<file path="src/rtl/matmul_pkg.sv">
// matmul_pkg: sequencer state encoding, default matrix dimensions and select-width helper
package matmul_pkg;
    typedef enum logic [2:0] {IDLE, LOAD, COMPUTE, FLUSH, DRAIN, DONE} state_t;

    localparam int DEF_NR      = 3;
    localparam int DEF_K       = 4;
    localparam int DEF_NC      = 3;
    localparam int DEF_MAC_LAT = 1;

    // Smallest select width that can address the largest of the A, B and C stores
    function automatic int idx_w(input int nr, input int k, input int nc);
        int m;
        m = nr * k;
        if (k * nc > m) m = k * nc;
        if (nr * nc > m) m = nr * nc;
        return (m > 1) ? $clog2(m) : 1;
    endfunction

    localparam int DEF_IDX_W = idx_w(DEF_NR, DEF_K, DEF_NC);
endpackage

</file>
<file path="src/rtl/matmul_sequencer_if.sv">
// matmul_sequencer_if: load strobes, operand selects, MAC control, result write and drain handshake
interface matmul_sequencer_if
    import matmul_pkg::*;
#(
    parameter int IDX_W = DEF_IDX_W
) ();
    logic             in_valid;
    logic             ld_a_we;
    logic             ld_b_we;
    logic [IDX_W-1:0] ld_sel;
    logic [IDX_W-1:0] a_sel;
    logic [IDX_W-1:0] b_sel;
    logic             mac_en;
    logic             mac_clr;
    logic             res_we;
    logic [IDX_W-1:0] res_idx;
    logic             out_valid;
    logic             out_ready;
    logic [IDX_W-1:0] out_sel;

    modport master (
        input  in_valid, out_ready,
        output ld_a_we, ld_b_we, ld_sel, a_sel, b_sel, mac_en, mac_clr,
               res_we, res_idx, out_valid, out_sel
    );

    modport slave (
        output in_valid, out_ready,
        input  ld_a_we, ld_b_we, ld_sel, a_sel, b_sel, mac_en, mac_clr,
               res_we, res_idx, out_valid, out_sel
    );
endinterface

</file>
<file path="src/rtl/nest_counter3.sv">
// nest_counter3: i/j/k nested wrap counter (k innermost) with position flags for the sweep
module nest_counter3 #(
    parameter int NI = 3,
    parameter int NJ = 3,
    parameter int NK = 4,
    parameter int W  = 4
) (
    input  logic         clk,
    input  logic         i_clr,
    input  logic         i_en,
    output logic [W-1:0] o_j,
    output logic         o_k_first,
    output logic         o_k_last,
    output logic         o_j_last,
    output logic         o_last
);
    logic [W-1:0] r_i;
    logic [W-1:0] r_j;
    logic [W-1:0] r_k;

    assign o_j       = r_j;
    assign o_k_first = r_k == '0;
    assign o_k_last  = r_k == W'(NK - 1);
    assign o_j_last  = r_j == W'(NJ - 1);
    assign o_last    = o_k_last && o_j_last && r_i == W'(NI - 1);

    // k steps every enabled cycle, j on k wrap, i on j wrap; clear parks all three at zero
    always_ff @(posedge clk) begin
        if (i_clr) begin
            r_i <= '0;
            r_j <= '0;
            r_k <= '0;
        end else if (i_en) begin
            r_k <= o_k_last ? '0 : r_k + 1'b1;
            if (o_k_last) r_j <= o_j_last ? '0 : r_j + 1'b1;
            if (o_k_last && o_j_last) r_i <= (r_i == W'(NI - 1)) ? '0 : r_i + 1'b1;
        end
    end
endmodule

</file>
<file path="src/rtl/matmul_sequencer.sv">
// matmul_sequencer: counter-driven load / compute / drain sequencer for a single-MAC matrix multiply
module matmul_sequencer
    import matmul_pkg::*;
#(
    parameter int NR      = DEF_NR,
    parameter int K       = DEF_K,
    parameter int NC      = DEF_NC,
    parameter int IDX_W   = idx_w(NR, K, NC),
    parameter int MAC_LAT = DEF_MAC_LAT
) (
    input  logic               clk,
    input  logic               reset,
    input  logic               i_start,
    input  logic               i_abort,
    output logic               o_busy,
    output logic               o_done,
    matmul_sequencer_if.master bus
);
    localparam int NA  = NR * K;
    localparam int NB  = K * NC;
    localparam int NCR = NR * NC;

    state_t           r_state;
    logic [IDX_W-1:0] r_cnt;
    logic             r_ld_b;
    logic             r_busy;
    logic             r_done;
    logic             r_mac_en;
    logic             r_out_valid;
    logic [IDX_W-1:0] r_a_sel;
    logic [IDX_W-1:0] r_b_sel;
    logic [IDX_W-1:0] r_res_cnt;
    logic [MAC_LAT-1:0] r_we_pipe;
    logic [IDX_W-1:0] r_idx_pipe [MAC_LAT];

    logic [IDX_W-1:0] w_j;
    logic             w_k_first;
    logic             w_k_last;
    logic             w_j_last;
    logic             w_last;
    logic             w_kill;
    logic             w_dp_clr;
    logic             w_ld_end;
    logic             w_op_done;

    // Reset always wins; abort only acts once a job is under way
    assign w_kill    = reset || (i_abort && r_state != IDLE);
    assign w_dp_clr  = w_kill || !r_mac_en;
    assign w_ld_end  = r_cnt == (r_ld_b ? IDX_W'(NB - 1) : IDX_W'(NA - 1));
    assign w_op_done = r_mac_en && w_k_last;

    nest_counter3 #(
        .NI (NR),
        .NJ (NC),
        .NK (K),
        .W  (IDX_W)
    ) u_cnt (
        .clk       (clk),
        .i_clr     (w_dp_clr),
        .i_en      (r_mac_en),
        .o_j       (w_j),
        .o_k_first (w_k_first),
        .o_k_last  (w_k_last),
        .o_j_last  (w_j_last),
        .o_last    (w_last)
    );

    // Job FSM; the flat counter serves as ld_sel in LOAD, flush timer in FLUSH and out_sel in DRAIN
    always_ff @(posedge clk) begin
        if (w_kill) begin
            r_state     <= IDLE;
            r_cnt       <= '0;
            r_ld_b      <= 1'b0;
            r_busy      <= 1'b0;
            r_done      <= 1'b0;
            r_mac_en    <= 1'b0;
            r_out_valid <= 1'b0;
        end else begin
            case (r_state)
                IDLE: if (i_start) begin
                    r_state <= LOAD;
                    r_busy  <= 1'b1;
                end
                LOAD: if (bus.in_valid) begin
                    if (w_ld_end) begin
                        r_cnt  <= '0;
                        r_ld_b <= !r_ld_b;
                        if (r_ld_b) begin
                            r_state  <= COMPUTE;
                            r_mac_en <= 1'b1;
                        end
                    end else begin
                        r_cnt <= r_cnt + 1'b1;
                    end
                end
                COMPUTE: if (w_last) begin
                    r_state  <= FLUSH;
                    r_mac_en <= 1'b0;
                end
                FLUSH: if (r_cnt == IDX_W'(MAC_LAT - 1)) begin
                    r_state     <= DRAIN;
                    r_cnt       <= '0;
                    r_out_valid <= 1'b1;
                end else begin
                    r_cnt <= r_cnt + 1'b1;
                end
                DRAIN: if (bus.out_ready) begin
                    if (r_cnt == IDX_W'(NCR - 1)) begin
                        r_state     <= DONE;
                        r_cnt       <= '0;
                        r_out_valid <= 1'b0;
                        r_done      <= 1'b1;
                    end else begin
                        r_cnt <= r_cnt + 1'b1;
                    end
                end
                DONE: begin
                    r_state <= IDLE;
                    r_done  <= 1'b0;
                    r_busy  <= 1'b0;
                end
                default: r_state <= IDLE;
            endcase
        end
    end

    // Operand selects tracked by add/subtract steps alongside the i/j/k sweep
    always_ff @(posedge clk) begin
        if (w_dp_clr || w_last) begin
            r_a_sel   <= '0;
            r_b_sel   <= '0;
            r_res_cnt <= '0;
        end else if (w_k_last) begin
            r_a_sel   <= w_j_last ? r_a_sel + 1'b1 : r_a_sel - IDX_W'(K - 1);
            r_b_sel   <= w_j_last ? '0 : w_j + 1'b1;
            r_res_cnt <= r_res_cnt + 1'b1;
        end else begin
            r_a_sel <= r_a_sel + 1'b1;
            r_b_sel <= r_b_sel + IDX_W'(NC);
        end
    end

    // MAC_LAT-deep delay line carrying each finished sum's write strobe and result index
    always_ff @(posedge clk) begin
        if (w_kill) begin
            r_we_pipe <= '0;
            for (int n = 0; n < MAC_LAT; n++) r_idx_pipe[n] <= '0;
        end else begin
            r_we_pipe[0]  <= w_op_done;
            r_idx_pipe[0] <= w_op_done ? r_res_cnt : '0;
            for (int n = 1; n < MAC_LAT; n++) begin
                r_we_pipe[n]  <= r_we_pipe[n-1];
                r_idx_pipe[n] <= r_idx_pipe[n-1];
            end
        end
    end

    assign bus.ld_a_we   = r_state == LOAD && !r_ld_b && bus.in_valid;
    assign bus.ld_b_we   = r_state == LOAD && r_ld_b && bus.in_valid;
    assign bus.ld_sel    = (r_state == LOAD) ? r_cnt : '0;
    assign bus.a_sel     = r_a_sel;
    assign bus.b_sel     = r_b_sel;
    assign bus.mac_en    = r_mac_en;
    assign bus.mac_clr   = r_mac_en && w_k_first;
    assign bus.res_we    = r_we_pipe[MAC_LAT-1];
    assign bus.res_idx   = r_idx_pipe[MAC_LAT-1];
    assign bus.out_valid = r_out_valid;
    assign bus.out_sel   = (r_state == DRAIN) ? r_cnt : '0;
    assign o_busy        = r_busy;
    assign o_done        = r_done;
endmodule

</file>
<file path="src/flat_wrapper.sv">
// flat-port wrapper written by rule: the top's interface ports become plain ports
module matmul_sequencer_flat import matmul_pkg::*;
#(
    parameter int NR      = DEF_NR,
    parameter int K       = DEF_K,
    parameter int NC      = DEF_NC,
    parameter int IDX_W   = idx_w(NR, K, NC),
    parameter int MAC_LAT = DEF_MAC_LAT
)
  (clk, reset, i_start, i_abort, o_busy, o_done, bus_in_valid, bus_out_ready, bus_ld_a_we, bus_ld_b_we, bus_ld_sel, bus_a_sel, bus_b_sel, bus_mac_en, bus_mac_clr, bus_res_we, bus_res_idx, bus_out_valid, bus_out_sel);
  matmul_sequencer_if #(.IDX_W(IDX_W)) bus_i ();
  input  logic clk;
  input  logic reset;
  input  logic i_start;
  input  logic i_abort;
  output logic o_busy;
  output logic o_done;
  input wire logic [$bits(bus_i.in_valid)-1:0] bus_in_valid;
  input wire logic [$bits(bus_i.out_ready)-1:0] bus_out_ready;
  output wire logic [$bits(bus_i.ld_a_we)-1:0] bus_ld_a_we;
  output wire logic [$bits(bus_i.ld_b_we)-1:0] bus_ld_b_we;
  output wire logic [$bits(bus_i.ld_sel)-1:0] bus_ld_sel;
  output wire logic [$bits(bus_i.a_sel)-1:0] bus_a_sel;
  output wire logic [$bits(bus_i.b_sel)-1:0] bus_b_sel;
  output wire logic [$bits(bus_i.mac_en)-1:0] bus_mac_en;
  output wire logic [$bits(bus_i.mac_clr)-1:0] bus_mac_clr;
  output wire logic [$bits(bus_i.res_we)-1:0] bus_res_we;
  output wire logic [$bits(bus_i.res_idx)-1:0] bus_res_idx;
  output wire logic [$bits(bus_i.out_valid)-1:0] bus_out_valid;
  output wire logic [$bits(bus_i.out_sel)-1:0] bus_out_sel;
  assign bus_i.in_valid = bus_in_valid;
  assign bus_i.out_ready = bus_out_ready;
  assign bus_ld_a_we = bus_i.ld_a_we;
  assign bus_ld_b_we = bus_i.ld_b_we;
  assign bus_ld_sel = bus_i.ld_sel;
  assign bus_a_sel = bus_i.a_sel;
  assign bus_b_sel = bus_i.b_sel;
  assign bus_mac_en = bus_i.mac_en;
  assign bus_mac_clr = bus_i.mac_clr;
  assign bus_res_we = bus_i.res_we;
  assign bus_res_idx = bus_i.res_idx;
  assign bus_out_valid = bus_i.out_valid;
  assign bus_out_sel = bus_i.out_sel;
  matmul_sequencer #(.NR(NR), .K(K), .NC(NC), .IDX_W(IDX_W), .MAC_LAT(MAC_LAT)) u_core (.clk(clk), .reset(reset), .i_start(i_start), .i_abort(i_abort), .o_busy(o_busy), .o_done(o_done), .bus(bus_i));
endmodule
</file>
<file path="config.mk">
export PLATFORM = sky130hd
export DESIGN_NAME = matmul_sequencer_flat
export DESIGN_NICKNAME = d
export VERILOG_FILES = /design/src/rtl/matmul_pkg.sv /design/src/rtl/matmul_sequencer_if.sv /design/src/rtl/nest_counter3.sv /design/src/rtl/matmul_sequencer.sv /design/src/flat_wrapper.sv
export SDC_FILE = /design/constraint.sdc
export NUM_CORES = 1
export LEC_CHECK = 0
export ABC_AREA = 0
export CORE_UTILIZATION = 52
export DETAILED_ROUTE_END_ITERATION = 10
export PLACE_DENSITY = 0.84
export SETUP_SLACK_MARGIN = 0.02
export SLEW_MARGIN = 20
export SYNTH_ARGS = -nofsm -noshare
export SYNTH_HDL_FRONTEND = slang
export SYNTH_SLANG_ARGS = --single-unit
</file>
<file path="constraint.sdc">
create_clock -name clk -period 2.2 [get_ports clk]
set_input_delay 0.55 -clock clk [delete_from_list [all_inputs] [get_ports clk]]
set_output_delay 0.55 -clock clk [all_outputs]
set_load 0.01 [all_outputs]
</file>
# Yosys cells after proc, flatten, opt, wreduce, memory -nomap -nowiden
# Memory sizes are Yosys's and may differ from the RTL's.
# Index checks and enable logic that the tools add are counted.
# W data, S select, Z words.
dict set report word_totals {
  register_bits 37
  memories 1
  mem_bits_rw 4
  word_cells 117
}
# memory words width read_ports rd_clocked_by_memory_dff wr line
set memory_table {}
lappend memory_table {u_core.r_idx_pipe 1 4 1 0 1 matmul_sequencer.sv:34} ;# logic [IDX_W-1:0] r_idx_pipe [MAC_LAT];
dict set report classes {
  mux 43
  n_addsub 8
  n_reduce_logical 33
  eq_ne 18
}
# op n
set ops {}
lappend ops {{$mux W4} 15}
lappend ops {{$add A4 B1 Y4 const B} 6}
lappend ops {{$mux W3} 8}
lappend ops {{$pmux W3 S5} 1}
lappend ops {{$mux W1} 14}
lappend ops {{$eq A4 B2 Y1 const B} 3}
lappend ops {{$pmux W4 S3} 1}
lappend ops {{$ne A2 B1 Y1 const B} 5}
lappend ops {{$logic_and A1 B1 Y1} 9}
lappend ops {{$reduce_and A3 Y1} 3}
lappend ops {{$eq A4 B4 Y1 const B} 2}
lappend ops {{$logic_not A4 Y1} 2}
lappend ops {{$pmux W1 S2} 4}
lappend ops {{$reduce_and A8 Y1} 1}
lappend ops {{$reduce_bool A2 Y1} 4}
lappend ops {{$eq A3 B2 Y1 const B} 2}
lappend ops {{$eq A3 B3 Y1 const B} 2}
lappend ops {{$ne A2 B2 Y1 const B} 3}
lappend ops {{$reduce_and A2 Y1} 3}
lappend ops {{$reduce_bool A3 Y1} 2}
lappend ops {{$reduce_and A5 Y1} 1}
lappend ops {{$add A4 B2 Y4 const B} 1}
lappend ops {{$reduce_and A4 Y1} 1}
lappend ops {{$reduce_or A4 Y1} 1}
lappend ops {{5 further kinds} 8}

# Depth between registers and ports, before layout
dict set report depth {
  depth_word 6
  ltp_mapped 6
  ltp_nobuf 6
}

# By module
# A second synthesis with hierarchy kept.
dict set report hier_totals {
  cells_unflattened 239
  hier_area_um2 2104.5
}
# module cells_each n_inst area_each_um2 seq_area_each_um2
set by_module_without_submodules {}
lappend by_module_without_submodules {matmul_sequencer 168 1 1485.2 580.6}
lappend by_module_without_submodules {nest_counter3 71 1 619.3 240.2}

# Least setup slack after synthesis
# OpenSTA, ideal clock, no wires.
dict set report synth_timing {
  path_type {register to output}
  start {register u_core.r_state[0]}
  end {output port bus_ld_b_we}
  n_path_buf 1
  path_stages_with_launch 4
  t_arrival_ps 1237
  setup_slack_ps 413
  required_time_ps 1650
  cell_sequence {dfxtp_1 > clkbuf_1 > nor3b_1 > and3_1}
}
dict set report synth_via {
  elab_chain_cells 3
}
# item line
set synth_lines {}
lappend synth_lines {{start: declaration} matmul_sequencer.sv:23} ;# state_t r_state;
lappend synth_lines {{start signal: assignment} matmul_sequencer.sv:71} ;# r_state <= IDLE;
lappend synth_lines {{start signal: assignment} matmul_sequencer.sv:81} ;# r_state <= LOAD;
lappend synth_lines {{start signal: assignment} matmul_sequencer.sv:89} ;# r_state <= COMPUTE;
lappend synth_lines {{$eq A3 B1 Y1} matmul_sequencer.sv:159} ;# assign bus.ld_b_we = r_state == LOAD && r_ld_b && bus.in_valid;
lappend synth_lines {{$logic_and A1 B1 Y1 (2 in series)} matmul_sequencer.sv:159}
lappend synth_lines {{end: declaration} flat_wrapper.sv:21} ;# output wire logic [$bits(bus_i.ld_b_we)-1:0] bus_ld_b_we;
# Every way passes these cells.

# Worst setup path in the final report
dict set report layout_timing {
  start {register u_core.r_state[1]}
  end {output port bus_out_sel[3]}
}
dict set report layout_via {
  elab_chain_cells 2
}
# item line
set layout_lines {}
lappend layout_lines {{$eq A3 B3 Y1} matmul_sequencer.sv:168} ;# assign bus.out_sel = (r_state == DRAIN) ? r_cnt : '0;
lappend layout_lines {{$mux W4} matmul_sequencer.sv:168}
lappend layout_lines {{end: declaration} flat_wrapper.sv:30} ;# output wire logic [$bits(bus_i.out_sel)-1:0] bus_out_sel;
# Every way passes these cells.

==> impl_results.md <==
- Max Buffers Root-to-Sink: 2
- Final Util: 70.1%
- R2R cell count: 4
- Post-Route WL: 4.66 mm
- Critical R2R Capture: u_core.u_cnt.r_i[3]
- Synth Warn #: 0
- Sw frac: 24.5%
- Die H: 64.7 µm
- Crit-path cells: buf_4 > and4bb_2 > dlygate4sd2_1
- GP Congestion: 0.884
- Crit end category: output pin
- Critical Path RT: 1.65 ns
- Gate power share: 14.4%
- Total CTS buffers: 5
- R2r startpoint: u_core.u_cnt.o_j[0]
- Worst hold endpoint: u_core.bus.a_sel[3]
- Slowest CP cell: dfxtp_1
- Initial antenna violation count: 0
- # diodes: 0
- CTS H-tree lvls: 2
- I/O pins: 34
- WS Path Type: reg -> out
- Net Sw Power: between 300 and 400 µW
- Via density per instance: 5.78
- Leading area contributor after synthesis: dfxtp_1
- Worst Path Buf+Inv: 2
- Grt peak-use layer: met2
- Hold slack: 0.495 ns
- Post-synthesis cell type count: 52
- Die ar.: 4180 µm²
- Met2 usage: between 40% and 50%
- Hold Crit Class: reg -> reg
- Root buf cell: clkbuf_8
- Fin crit period: 2.06 ns
- DR WL/cell: 14.3 µm
- Post-route DRC: 0
- Max_cap viols: 0
- Ranking of synthesized cells by area: dfxtp_1, nor2_1, ha_1
- CP top delay family: buffers and inverters
- Ys async rst share: 0%
- Layout cells sized above 1: 12.3%
- Buffers added on ports: 33
- Area Growth Syn to Fin: 27.4%
- Final net count: 290
- Clk_lat worst skew: 0.29 ns
- Core area: ~3700 µm²
- Iter 0 DRT Violations: 147
- Slew Limit Headroom: 57.4%
- Top FF cell, synth: dfxtp_1
- Cells on Worst Hold Path: 2
- Slew Viols, Final: 0
- Final Hold Fails: 0
- Power per cell area: 607 nW/µm²
- Vias in the first global route: approximately 1800
- FF+latch count, synth: 41
- Fillers: between 300 and 400
- Worst EP arrival: ~1.5 ns
- # setup viols final: 0
- Period Utilization, post-route: 93.7%
- Num Clock Sinks: 41
- Hold buffer count at CTS: 0
- Met3 Track Usage GR: 5.28%
- Post-Syn Area: 2040 µm²
- First-pass GRT wire length: 7.98 mm
- FP Rows: 22
- Register area share after synthesis: 40.2%
- Setup Skew: 0.00648 ns
- Reg power frac: between 40% and 50%
- Cell count after synthesis: between 200 and 250
- Post-CTS sizing: 15
- RSZ-0062 raised after global routing: no
- Internal cell power: roughly 1200 µW
- Die W: 64.7 µm
- DP Wirelength: 3.41 mm
- Max Fclk: 485 MHz
- CP max stage delay: 0.43 ns
- Post-synth top area share: about two fifths
- TritonCTS clock tree: done
- Hold path startpoint: u_core.bus.a_sel[3]
- Met1 Use GR: 31.9%
- Pre-antenna DRT Iters: 4
- Routed Antenna Nets: 0
- Routed vias: 1880
- Startpoint types: flip-flop
- Post-synth net total: 247
- Overflow after GRT: 0
- Avg Cell Area, Syn: about 8.7 µm²
- Number of synthesized flops with an enable pin: 0
- Slew @ Worst Pin: 0.637 ns
- Starting Density: 55.0%
- GRT Util Overall: 24.8%
- Reg clk slew, reported paths: 0.08 ns
- Peak supply drop: 0.359 mV
- Setup bufs post-CTS: 0
- Leak: 0.00101 µW
- Status: finished, final reports clean
- CP max FO: 11
- Largest net degree at the start of global routing: 19
- Clock share of power: 36.7%
- Reg2Reg Setup Slack: 0.25 ns
-- stage by stage --
| stage | instance area [µm²] | power (µW) | instances | setup TNS (ns) | setup slack [ns] |
|---|---|---|---|---|---|
| floorplan | 2040 | 920 | 234 | 0 | 0.413 |
| finish | 2600 | 1580 | 325 | 0 | 0.139 |
| global route | 2600 | 1650 | 325 | 0 | 0.0759 |
| detailed placement | 2500 | 1010 | 318 | -0.167 | -0.102 |
| global placement | 2500 | 1010 | 318 | -0.135 | -0.0820 |
| CTS | 2600 | 1590 | 325 | 0 | 0.143 |
-- how the worst max path moves through the flow --
stage / cells past startpoint / slack, ns / startpoint / to
final: 3 / 0.14 / u_core.r_state[1] / bus_out_sel[3]
after global routing: 4 / 0.08 / u_core.r_state[1] / bus_ld_b_we
after CTS: 3 / 0.14 / u_core.r_state[1] / bus_out_sel[3]
after detailed placement: 3 / -0.10 / bus_in_valid / bus_ld_b_we
after global placement: 3 / -0.08 / bus_in_valid / bus_ld_b_we
after floorplan: 3 / 0.41 / u_core.r_state[0] / bus_ld_b_we
-- placed cells by master (no fill, tap or decap), types with 4 or more instances in the layout --
cell type	n
and3_1	9
mux2i_1	4
ha_1	7
and2_1	4
o21ai_0	6
xnor2_1	7
dfxtp_1	41
nor3b_2	4
nor2_1	28
dlygate4sd2_1	11
nand2_1	12
xor2_1	7
clkdlybuf4s50_1	22
inv_1	12
a21oi_1	16
clkbuf_8	5
nand3_1	8
buf_4	13
-- synth_stat cells, drive strengths merged, types with 4 or more instances --
cell,number
o21ai,6
nand2,12
mux2i,4
ha,7
nor3b,4
nor2,28
clkbuf,9
nand3,8
xnor2,7
and3,9
inv,12
dfxtp,41
and2,4
xor2,7
a21oi,16
-- sequential cells by signal, summed over array words and instances (netlist names) --
signal / count
u_core.r_cnt: 4
u_core.o_done: 1
u_core.o_busy: 1
u_core.r_state: 3
u_core.r_idx_pipe: 4
u_core.r_ld_b: 1
u_core.bus.out_valid: 1
u_core.bus.res_we: 1
u_core.bus.mac_en: 1
u_core.r_res_cnt: 4
u_core.bus.b_sel: 4
u_core.u_cnt.o_j: 4
u_core.u_cnt.r_i: 4
u_core.bus.a_sel: 4
u_core.u_cnt.r_k: 4
-- layer usage --
metal  up-vias  wire length, µm
li1        925                -
met1       904             2160
met2        41             2300
met3        10              125
met4         0               83
met5         -                0
-- cell type report --
class,instances,area [µm²],area share [%]
multi-input cells,170,1150,44.1
flip-flops and latches,41,821,31.5
repair buffers,47,425,16.3
clock buffers,5,68.8,2.64
well taps,48,60.1,2.31
inverters,12,45.0,1.73
clock inverters,2,35.0,1.35
-- tightest hold or removal path: stages (launching register included) --
cell and delay, ns:
dfxtp_1 0.33, nand3_1 0.07, a21oi_1 0.06
-- power by group through the flow --
stage | Combinational (µW) | Sequential [µW] | Clock [µW]
6_report | 228 | 772 | 580
5_1_grt | 253 | 774 | 625
4_1_cts | 224 | 772 | 593
3_5_place_dp | 224 | 788 | 0
3_3_place_gp | 219 | 787 | 0
2_1_floorplan | 129 | 791 | 0
-- cells by family after synthesis --
kind of cell / count (synthesis) / share of synthesized area, %
muxes: 5 / 2.51
AOI/OAI and AO/OA: 49 / 16.0
xor gates and xnor gates: 14 / 6.00
adders and majority gates: 7 / 4.29
buffers and inverters: 23 / 4.47
and+or+nand+nor: 95 / 26.6
DFF: 41 / 40.2
No activity file was read; power rests on OpenSTA's default activity.
